--- config.mk ---
export PLATFORM = sky130hd
export DESIGN_NAME = fp_round_pack
export DESIGN_NICKNAME = d
export VERILOG_FILES = /design/src/rtl/fp_pkg.sv /design/src/rtl/fp_round_decide.sv /design/src/rtl/fp_round_pack.sv
export SDC_FILE = /design/constraint.sdc
export NUM_CORES = 1
export LEC_CHECK = 0
export BUFFER_PORTS_ARGS = -buffer_cell sky130_fd_sc_hd__buf_2
export CAP_MARGIN = 20
export CORE_MARGIN = 2
export CORE_UTILIZATION = 52
export DETAILED_ROUTE_END_ITERATION = 12
export GPL_ROUTABILITY_DRIVEN = 0
export PLACE_DENSITY = 0.83
export SYNTH_ARGS = -nofsm -noshare
export SYNTH_HDL_FRONTEND = slang
export SYNTH_SLANG_ARGS = --single-unit
--- constraint.sdc ---
create_clock -name clk -period 2.4 [get_ports clk]
set_input_delay 0.6 -clock clk [delete_from_list [all_inputs] [get_ports clk]]
set_output_delay 0.6 -clock clk [all_outputs]
set_load 0.1 [all_outputs]
--- src/rtl/fp_pkg.sv ---
// Shared single-precision types, constants and helpers for the adder/subtracter datapath.
package fp_pkg;

    localparam int FRAC_W = 23;
    localparam int EXP_W  = 8;

    localparam logic [EXP_W-1:0] EXP_MAX        = 8'hFF;
    localparam logic [EXP_W-1:0] EXP_MAX_FINITE = 8'hFE;

    typedef enum logic [1:0] {
        RM_RNE = 2'b00,
        RM_RTZ = 2'b01,
        RM_RUP = 2'b10,
        RM_RDN = 2'b11
    } rm_e;

    typedef struct packed {
        logic              sign;
        logic [EXP_W-1:0]  exp;
        logic [FRAC_W-1:0] frac;
    } fp32_t;

    // Overflowed results saturate to infinity only when rounding away from zero.
    function automatic fp32_t overflow_value(rm_e rm, logic sign);
        fp32_t v;
        logic  to_inf;
        to_inf = (rm == RM_RNE) || (rm == RM_RUP && !sign) || (rm == RM_RDN && sign);
        v.sign = sign;
        v.exp  = to_inf ? EXP_MAX : EXP_MAX_FINITE;
        v.frac = to_inf ? '0 : '1;
        return v;
    endfunction

endpackage

--- src/rtl/fp_round_decide.sv ---
// Mode-aware rounding decision: whether to bump the kept fraction and whether bits were lost.
module fp_round_decide
    import fp_pkg::*;
(
    input  rm_e        rm,
    input  logic       sign,
    input  logic       lsb,
    input  logic [2:0] grs,
    output logic       inc,
    output logic       inexact
);

    always_comb begin
        // NOTE: every output gets a default first so no branch can infer a latch.
        inc     = 1'b0;
        inexact = |grs;
        unique case (rm)
            RM_RNE: inc = grs[2] & (grs[1] | grs[0] | lsb);
            RM_RTZ: inc = 1'b0;
            RM_RUP: inc = ~sign & (|grs);
            RM_RDN: inc = sign & (|grs);
        endcase
    end

endmodule

--- src/rtl/fp_round_pack.sv ---
// Final round-and-pack stage: two-stage valid/ready pipeline producing packed IEEE-754 singles.
module fp_round_pack
    import fp_pkg::*;
#(
    parameter logic [1:0] RM = 2'b00
) (
    input  logic              clk,
    input  logic              rst,
    input  logic              in_valid,
    output logic              in_ready,
    input  logic              sign_in,
    input  logic [FRAC_W-1:0] mant_in,
    input  logic [EXP_W-1:0]  exp_in,
    input  logic [2:0]        GRS_in,
    output logic              out_valid,
    input  logic              out_ready,
    output logic [31:0]       result,
    output logic              inexact,
    output logic              overflow,
    input  logic              flags_clr,
    output logic              flag_inexact_sticky,
    output logic              flag_overflow_sticky
);

    localparam rm_e RM_MODE = rm_e'(RM);

    logic round_inc;
    logic round_inexact;

    fp_round_decide u_decide (
        .rm      (RM_MODE),
        .sign    (sign_in),
        .lsb     (mant_in[0]),
        .grs     (GRS_in),
        .inc     (round_inc),
        .inexact (round_inexact)
    );

    logic              v1;
    logic              v2;
    logic              s1_ready;
    logic              s2_ready;
    logic              s1_sign;
    logic              s1_inexact;
    logic              s1_sat;
    logic              s1_zero;
    logic [EXP_W-1:0]  s1_exp;
    logic [FRAC_W:0]   s1_sum;

    assign s2_ready  = ~v2 | out_ready;
    assign s1_ready  = ~v1 | s2_ready;
    assign in_ready  = s1_ready;
    assign out_valid = v2;

    always_ff @(posedge clk) begin
        if (rst) begin
            // NOTE: sequential state uses non-blocking assignments so every register samples pre-edge values.
            v1 <= 1'b0;
        end else if (s1_ready) begin
            v1 <= in_valid;
        end
    end

    // NOTE: stage-1 payload carries no reset; v1 alone decides whether it is meaningful.
    always_ff @(posedge clk) begin
        if (in_valid && s1_ready) begin
            s1_sign    <= sign_in;
            s1_exp     <= exp_in;
            s1_zero    <= (exp_in == '0);
            s1_sat     <= (exp_in == EXP_MAX);
            s1_inexact <= (exp_in == '0) ? (|{mant_in, GRS_in}) : round_inexact;
            s1_sum     <= {1'b0, mant_in} + {{FRAC_W{1'b0}}, round_inc};
        end
    end

    // Nine-bit exponent so a round carry out of 8'hFE is seen as overflow.
    logic [EXP_W:0] s2_exp_sum;
    fp32_t          s2_next;
    logic           s2_next_inexact;
    logic           s2_next_overflow;

    always_comb begin
        s2_exp_sum       = {1'b0, s1_exp} + {{EXP_W{1'b0}}, s1_sum[FRAC_W]};
        s2_next.sign     = s1_sign;
        s2_next.exp      = s2_exp_sum[EXP_W-1:0];
        s2_next.frac     = s1_sum[FRAC_W] ? '0 : s1_sum[FRAC_W-1:0];
        s2_next_inexact  = s1_inexact;
        s2_next_overflow = 1'b0;
        if (s1_zero) begin
            s2_next = {s1_sign, 31'b0};
        end else if (s1_sat || s2_exp_sum >= {1'b0, EXP_MAX}) begin
            s2_next          = overflow_value(RM_MODE, s1_sign);
            s2_next_inexact  = 1'b1;
            s2_next_overflow = 1'b1;
        end
    end

    always_ff @(posedge clk) begin
        if (rst) begin
            v2                   <= 1'b0;
            result               <= '0;
            inexact              <= 1'b0;
            overflow             <= 1'b0;
            flag_inexact_sticky  <= 1'b0;
            flag_overflow_sticky <= 1'b0;
        end else begin
            if (s2_ready) begin
                v2 <= v1;
                if (v1) begin
                    result   <= s2_next;
                    inexact  <= s2_next_inexact;
                    overflow <= s2_next_overflow;
                end
            end
            // A clear coinciding with a new event still leaves the event recorded.
            if (v2 && out_ready) begin
                flag_inexact_sticky  <= (flags_clr ? 1'b0 : flag_inexact_sticky) | inexact;
                flag_overflow_sticky <= (flags_clr ? 1'b0 : flag_overflow_sticky) | overflow;
            end else if (flags_clr) begin
                flag_inexact_sticky  <= 1'b0;
                flag_overflow_sticky <= 1'b0;
            end
        end
    end

endmodule

Word level (Yosys, flattened, before mapping)
Cells that the tools add are included.
{"block": "totals", "word_cells": 45, "output_inout_bits": 38, "latch_bits": 0, "romBits": 0, "ramBits": 0, "memories": 0, "input_bits": 40, "reg_bits": 74}
{"block": "op_classes", "reduce_logical": 7, "n_lt_le_gt_ge": 1, "muxes": 12, "n_eq_ne": 1, "add_sub_neg": 2, "shifts": 0, "n_mul": 0, "div": 0, "n_bitwise": 9}
{"operator": "31-bit two-way mux", "n": 2}
{"operator": "26-bit OR reduction", "n": 1}
{"operator": "23-bit by 1-bit adder with 24-bit output", "n": 1}
{"operator": "23-bit two-way mux", "n": 1}
{"operator": "8-bit by 1-bit adder with 9-bit output", "n": 1}
{"operator": "9-bit by 8-bit >= comparator with 1-bit output, second input constant", "n": 1}
{"operator": "1-bit two-way mux", "n": 9}
{"operator": "8-bit equality test, second input constant", "n": 1}
{"operator": "8-bit logical NOT", "n": 1}
{"operator": "1-bit bitwise OR", "n": 6}
{"operator": "3-bit OR reduction", "n": 1}
{"operator": "1-bit logical AND", "n": 2}
{"operator": "1-bit inverter", "n": 2}
{"operator": "2-bit AND reduction", "n": 1}
{"operator": "1-bit AND", "n": 1}
{"operator": "1-bit logical OR", "n": 1}

Depth between registers and ports, before layout
Gate-level depths: netlist of run 1.
{"block": "depth", "depth_word": 5, "ltp_mapped": 7, "depth_no_buf": 6}

Modules after synthesis
Synthesis of run 1 repeated with hierarchy kept, for this count alone.
{"block": "unflattened", "cells_unflattened": 320, "hier_area_um2": 3358.2}
{"mod": "fp_round_pack", "seq_area_each_um2": 1841.8, "area_each_um2": 3318.2, "instances": 1, "cells_per_inst": 313}
{"mod": "fp_round_decide", "seq_area_each_um2": 0.0, "area_each_um2": 40.0, "instances": 1, "cells_per_inst": 7}

Worst setup path before layout of run 1
Ideal clock, no wire load.
{"block": "synth_timing", "path_type": "register to register", "startpoint": "register v2 (netlist: out_valid)", "endpoint": "register s1_exp[0] (enable)", "synth_period_minus_slack_ns": 3.062, "setup_ns": 0.424, "n_path_buf": 0, "stages_incl_launch_ff": 4, "setup_slack_ns": -0.662, "arrival_time_ns": 2.638, "required_ns": 1.976, "cell_sequence": "dfxtp_1 -> nor2b_1 -> nand2_1 -> and2_1"}
{"block": "synth_between", "elab_chain_len": 4}
{"item": "start, declared", "line": "fp_round_pack.sv:40", "source": "logic v2;"}
{"item": "start signal, assigned", "line": "fp_round_pack.sv:108", "source": "v2 <= v1;"}
{"item": "1-bit inverter", "line": "fp_round_pack.sv:50", "source": "assign s2_ready = ~v2 | out_ready;"}
{"item": "1-bit bitwise OR", "line": "fp_round_pack.sv:50"}
{"item": "1-bit bitwise OR", "line": "fp_round_pack.sv:51", "source": "assign s1_ready = ~v1 | s2_ready;"}
{"item": "net in_ready", "line": "fp_round_pack.sv:10", "source": "output logic in_ready,"}
{"item": "1-bit logical AND", "line": "fp_round_pack.sv:66", "source": "if (in_valid && s1_ready) begin"}
{"item": "end signal, assigned", "line": "fp_round_pack.sv:68", "source": "s1_exp <= exp_in;"}
{"item": "end, declared", "line": "fp_round_pack.sv:47", "source": "logic [EXP_W-1:0] s1_exp;"}
The timed path passes the listed nets, and every way through them passes these cells.
A chain may end at the register's enable or synchronous reset.

Final worst setup path of run 1
{"block": "layout_timing", "startpoint": "register s1_sum[23]", "endpoint": "register result[2]"}
{"block": "layout_between", "elab_chain_len": 5, "elab_cells_between_ends": 6, "cone_classes": "1 x add/sub; 1 x order compare; 3 x mux; 1 x reduce/logical"}
{"item": "start, declared", "line": "fp_round_pack.sv:48", "source": "logic [FRAC_W:0] s1_sum;"}
{"item": "start signal, assigned", "line": "fp_round_pack.sv:72", "source": "s1_sum <= {1'b0, mant_in} + {{FRAC_W{1'b0}}, round_inc};"}
{"item": "8-bit by 1-bit adder with 9-bit output", "line": "fp_round_pack.sv:83", "source": "s2_exp_sum = {1'b0, s1_exp} + {{EXP_W{1'b0}}, s1_sum[FRAC_W]};"}
{"item": "9-bit by 8-bit >= comparator with 1-bit output", "line": "fp_round_pack.sv:91", "source": "end else if (s1_sat || s2_exp_sum >= {1'b0, EXP_MAX}) begin"}
{"item": "1-bit logical OR", "line": "fp_round_pack.sv:91"}
{"item": "31-bit two-way mux *", "line": "fp_round_pack.sv:91"}
{"item": "31-bit two-way mux *", "line": "fp_round_pack.sv:89", "source": "if (s1_zero) begin"}
{"item": "end signal, assigned", "line": "fp_round_pack.sv:110", "source": "result <= s2_next;"}
{"item": "end, declared", "line": "fp_round_pack.sv:17", "source": "output logic [31:0] result,"}
Every way passes the cells marked *; elsewhere a longest branch is shown, timed or not.

==> flow_summary.json, run 1 <==
{
  "netlist_area_um2": 3077,
  "clk_pin_slew_worst_paths_ns": 0.07,
  "antenna_found_initial": 0,
  "synth.distinct_cells": 36,
  "period_share": 0.9000,
  "diodes": 0,
  "die-area_um2": 6548,
  "wl_per_cell_um": 14.46,
  "grt_pass1_wl_mm": 9.894,
  "crit_fanout": 23,
  "cts_buffers": 9,
  "synth_nets": 304,
  "worstMarginPinSlew_ns": 0.8081,
  "end_kind": "flip-flop",
  "portBuffers": 77,
  "rows": 28,
  "finalPower_mw": 2.551,
  "core_area_um2": 5816,
  "hold_path_class": "reg2reg",
  "grt_overflow": 0,
  "relSlewSlack": 0.4613,
  "post-cts-setup-buffers": 0,
  "synthCells": 261,
  "drt_iter0_drc": 121,
  "clock-root-buffer": "clkbuf_8",
  "syn_avg_cell_area_um2": 11.79,
  "fin_tns_setup_ns": 0,
  "min_period_ns": 2.160,
  "netlist.area_leader.share": 0.3514,
  "rsz0062_at_grt": "false",
  "via_count": 2440,
  "fp.dieW_um": 80.92,
  "ys_seq_area_frac": 0.5986,
  "yosys-top-cells-area": "edfxtp_1, dfxtp_1, a32o_1",
  "grt_max_degree": 37,
  "clkLatencyLatePin_ns": 0.33,
  "drive_gt1_frac": 0.2939,
  "ys_seq_elements": 74,
  "cts_tree": "built",
  "crit_type": "reg2reg",
  "gr-usage-all-layers": 0.1981,
  "cts_sinks": 74,
  "routed_wl_mm": 6.102,
  "num_io_pins": 78,
  "drt_first_pass_iters": 5,
  "cap_violations": 0,
  "post_cts_resized": 0,
  "max_freq_mhz": 463.0,
  "hpwlAfterDp_mm": 4.547,
  "required_ns": 2.67,
  "cts_max_path_buffers": 2,
  "powerDensity_nw_per_um2": 683.2,
  "grt_pass1_vias": 2176,
  "ant_nets": 0,
  "drc": 0,
  "power_leakage_nw": 1.509,
  "hold_slack_ns": 0.4436,
  "slew_viol_final": 0,
  "yosysWarnings": 0,
  "crit_arrival_ns": 2.43,
  "finalHoldViolCount": 0,
  "area_growth_syn_to_layout_pct": 21.35,
  "n_fill_cell": 490,
  "initial_utilization": 0.5290,
  "cts_hold_buffers": 0,
  "clock_skew_ns": 0.007689,
  "peakVddDrop_uv": 332.5,
  "synth_top_area_cell": "edfxtp_1",
  "htreeDepth": 3,
  "dieHeight_um": 80.92,
  "setup_viol": 0,
  "layout.nets": 386,
  "cp-start-kind": "flip-flop",
  "viasPerCell": 5.782,
  "status": "finished, final reports clean"
}
where the power goes:
| part | switching [mW] | internal (mW) |
|---|---|---|
| combinational | 0.239 | 0.0819 |
| sequential | 0.0309 | 1.38 |
| clock | 0.421 | 0.393 |
| total | 0.691 | 1.86 |
layer usage:
metal | share of wire | vias up | track usage | wire, um
met5 | 0 | - | 0 | 0
met4 | 0.013 | 0 | 0.07797 | 80
met3 | 0.075 | 7 | 0.05111 | 458
met1 | 0.43 | 1162 | 0.2625 | 2607
li1 | - | 1181 | - | -
met2 | 0.48 | 90 | 0.3124 | 2956
flip-flops by register name (all words and copies together) (netlist names):
register	cells
flag_overflow_sticky	1
inexact	1
s1_zero	1
v1	1
flag_inexact_sticky	1
result	32
s1_inexact	1
overflow	1
s1_sign	1
out_valid	1
s1_sat	1
s1_exp	8
s1_sum	24
through the flow:
stage               worst slack (ns)  utilization  cell area, um^2  cells
finish                        0.2401       0.6420             3734    422
global route                  0.1172       0.6420             3734    422
CTS                           0.2349       0.6420             3734    422
detailed placement            0.2530       0.6130             3565    407
global placement              0.2873       0.6130             3565    407
floorplan                     0.2067            -             3082    261
synthesized netlist by cell type:
master	number
dfxtp_1	38
edfxtp_1	36
nand2_1	26
a32o_1	24
nor2_1	15
xnor2_1	15
nand4_1	12
nand3_1	11
nor3_1	8
nor4_1	8
o21ai_0	8
xor2_1	8
clkbuf_1	6
and3_1	5
and4_1	4
buf_2	4
a21oi_1	3
ha_1	3
inv_1	3
mux2i_1	3
a21boi_0	2
a31oi_1	2
a32oi_1	2
and2_1	2
or4_1	2
a211oi_1	1
a22o_1	1
a41o_1	1
nand2b_1	1
nor2b_1	1
nor3_4	1
nor3b_1	1
o2111ai_2	1
o211ai_1	1
o221ai_1	1
or4b_1	1
cell families (layout without fill, tap and decap cells):
group	Yosys count	in the layout	synth area share
DFF	74	74	0.5986
buffers and inverters	13	99	0.01749
muxes	3	3	0.009760
and+or+nand+nor	98	98	0.1671
AOI/OAI and AO/OA	47	47	0.1293
xor gates and xnor gates	23	23	0.06548
adders and majority gates	3	3	0.01220
worst max-delay path, stage by stage, from the launching register on:
cell,delay [ns]
edfxtp_1,0.46
ha_1,0.26
ha_1,0.22
and4_1,0.25
a41o_1,0.35
nor3_4,0.18
buf_12,0.19
a32o_1,0.18
layout by cell type (no fill, tap or decap), types with 2 or more instances in the layout:
cell type and instances:
nand2_1 25, or4_1 2, edfxtp_1 36, inv_1 3, nor2_1 15, and3_1 5, a32oi_1 2, a31oi_1 2
nor4_1 8, buf_4 3, ha_1 3, a32o_1 24, o21ai_0 8, clkbuf_8 10, mux2i_1 3, clkinv_2 3
dfxtp_1 37, xnor2_1 15, and4_1 4, nand4_1 12, a21oi_1 2, a21boi_0 2, nand3_1 11, xor2_1 8
nor3_1 8, buf_2 77
cell type report:
class                           instances  area, um^2  area share
Clock buffer                           10       137.6     0.03686
Sequential cell                        74        1843      0.4936
Timing Repair Buffer                   81       427.9      0.1146
Tap cell                               75       93.84     0.02513
Inverter                                3       11.26    0.003016
Clock inverter                          5       31.28    0.008378
Multi-Input combinational cell        174        1189      0.3184
path summary, 6_finish.rpt:
kind	from	end	cells after the start	slack [ns]
min reg2reg	result[26]	result[26]	2	0.44
max	s1_sum[23]	result[2]	7	0.24
min	result[26]	result[26]	2	0.44
max reg2reg	s1_sum[23]	result[2]	7	0.24
Note: power is estimated with default switching activity, not from simulation.
==> run 2, diff against run 1 <==
- CORE_UTILIZATION: 52 -> 47
- PLACE_DENSITY: 0.83 -> 0.8
- clock period: 2.4 -> 1.8 ns (I/O delays scaled with it)
==> run 2 against run 1 <==
- the run now ends with negative setup slack left
- combinational power rose by 51%
- wire length rose by 14%
- cell count grew 6.2%
- largest power group unchanged
- critical path depth rose by 1
- die area grew 10%
==> flow_summary.json, run 2 (synthesized netlist as in run 1, its figures left out) <==
{
  "num_io_pins": 78,
  "cap_violations": 0,
  "place_inst": 429,
  "core_area_um2": 6350,
  "hpwlAfterDp_mm": 4.966,
  "crit_arrival_ns": 2.17,
  "switchingPower_mw": 0.9833,
  "final_util": 0.6422,
  "required_ns": 2.09,
  "layout.nets": 409,
  "register_area_um2": 1846,
  "cts_tree": "built",
  "slew_viol_final": 0,
  "drt_first_pass_iters": 4,
  "grt_max_degree": 37,
  "netSwitchingFraction": 0.2619,
  "period_share": 1.045,
  "hold_slack_ns": 0.2840,
  "power_leakage_nw": 1.671,
  "die-area_um2": 7210,
  "drive_gt1_frac": 0.3612,
  "via_count": 2538,
  "regMostFlops": "result",
  "status": "finished, violations left",
  "fp.dieW_um": 84.91,
  "power.internal_mw": 2.771,
  "cp-start-kind": "flip-flop",
  "routed_wl_mm": 6.980,
  "gr-usage-all-layers": 0.2021,
  "power.share.clock": 0.368,
  "wl_per_cell_um": 15.58,
  "end_kind": "flip-flop",
  "multi_input_area_um2": 1242,
  "hold_path_class": "in2reg",
  "clk_pin_slew_worst_paths_ns": 0.07,
  "area_growth_syn_to_layout_pct": 32.53,
  "r2r_cells": 8,
  "portBuffers": 77,
  "diodes": 0,
  "grt_overflow": 0,
  "grt_pass1_wl_mm": 11.42,
  "initial_utilization": 0.4845,
  "rows": 29,
  "setup_slack_ns": -0.08025,
  "layout_commonest_cell": "buf_2",
  "worstMarginPinSlew_ns": 0.5070,
  "power.share.combinational": 0.129,
  "clock_skew_ns": 0.01061,
  "hold_depth": 1,
  "cts_buffers": 9,
  "largest_reg_flops": 32,
  "peakVddDrop_uv": 793.0,
  "viasPerCell": 5.665,
  "n_fill_cell": 496,
  "antenna_found_initial": 0,
  "drc": 0,
  "grt_pass1_vias": 2458,
  "powerDensity_nw_per_um2": 920.6,
  "violations": "negative setup slack",
  "drt_iter0_drc": 124,
  "ant_nets": 0,
  "min_period_ns": 1.880,
  "rsz0062_at_grt": "true",
  "crit_type": "reg2reg",
  "dieHeight_um": 84.91,
  "cts_max_path_buffers": 2,
  "clock-root-buffer": "clkbuf_8",
  "setup_viol": 24,
  "cts_sinks": 74,
  "relSlewSlack": 0.6643,
  "max_freq_mhz": 531.8,
  "clkLatencyLatePin_ns": 0.35,
  "mostFrequentLayoutCells": "buf_2, dfxtp_1, edfxtp_1",
  "seqPwrFrac": 0.503,
  "finalHoldViolCount": 0,
  "final_cells": 448,
  "reg_top3": "result: 32 flops, s1_sum: 24 flops, s1_exp: 8 flops",
  "crit_fanout": 12,
  "htreeDepth": 3
}
## run 2: through the flow
step | area, um^2 | TNS, ns | total power, mW | setup slack (ns)
2_1_floorplan | 3127 | -4.330 | 2.217 | -0.09729
3_3_place_gp | 3787 | -0.3541 | 2.384 | -0.02083
3_5_place_dp | 3787 | -1.363 | 2.397 | -0.07328
4_1_cts | 4064 | -0.5814 | 3.765 | -0.04794
5_1_grt | 4078 | -2.836 | 3.863 | -0.1416
6_report | 4078 | -1.414 | 3.754 | -0.08025
## run 2: per-layer routing
metal	part of all wire	wire length, um	GRT usage	vias up
li1	-	-	-	1226
met1	0.43	3008	0.2554	1198
met4	0.023	161	0.1169	0
met2	0.49	3419	0.3307	103
met3	0.056	391	0.03113	11
met5	0	0	0	-
## run 2: worst max-delay path: stages (launching register included)
cell      delay, ns
edfxtp_1       0.43
ha_4           0.20
ha_4           0.16
and4_4         0.19
a41o_4         0.25
nor3_4         0.13
buf_6          0.15
buf_12         0.13
a32o_1         0.17
## run 2: power groups by stage
stage	logic (mW)	registers (mW)	clock network [mW]
final	0.485	1.89	1.38
after global routing	0.516	1.90	1.45
after CTS	0.481	1.89	1.40
after detailed placement	0.473	1.92	0
after global placement	0.464	1.92	0
after floorplan	0.132	2.09	0
## run 2: worst paths after layout
kind	startpoint	end	slack, ns
min	sign_in	s1_sign	0.28
min reg2reg	result[23]	result[23]	0.44
max	s1_sum[23]	result[2]	-0.08
max reg2reg	s1_sum[23]	result[2]	-0.08
## run 2: timing repair
action,CTS,global route
cloned,1,0
endpoints found under the setup margin,25,31
gates resized for setup,4,7
pin swaps,3,0
buffers inserted,2,0
hold buffers,0,0
## run 2: area by class of cell
class,instances,share of cell area
tap,77,0.02363
sequential,74,0.4526
inverter,3,0.002762
clock buffer,9,0.03038
clock inverter,7,0.02301
multi-input combinational,174,0.3047
timing repair buffer,104,0.1629
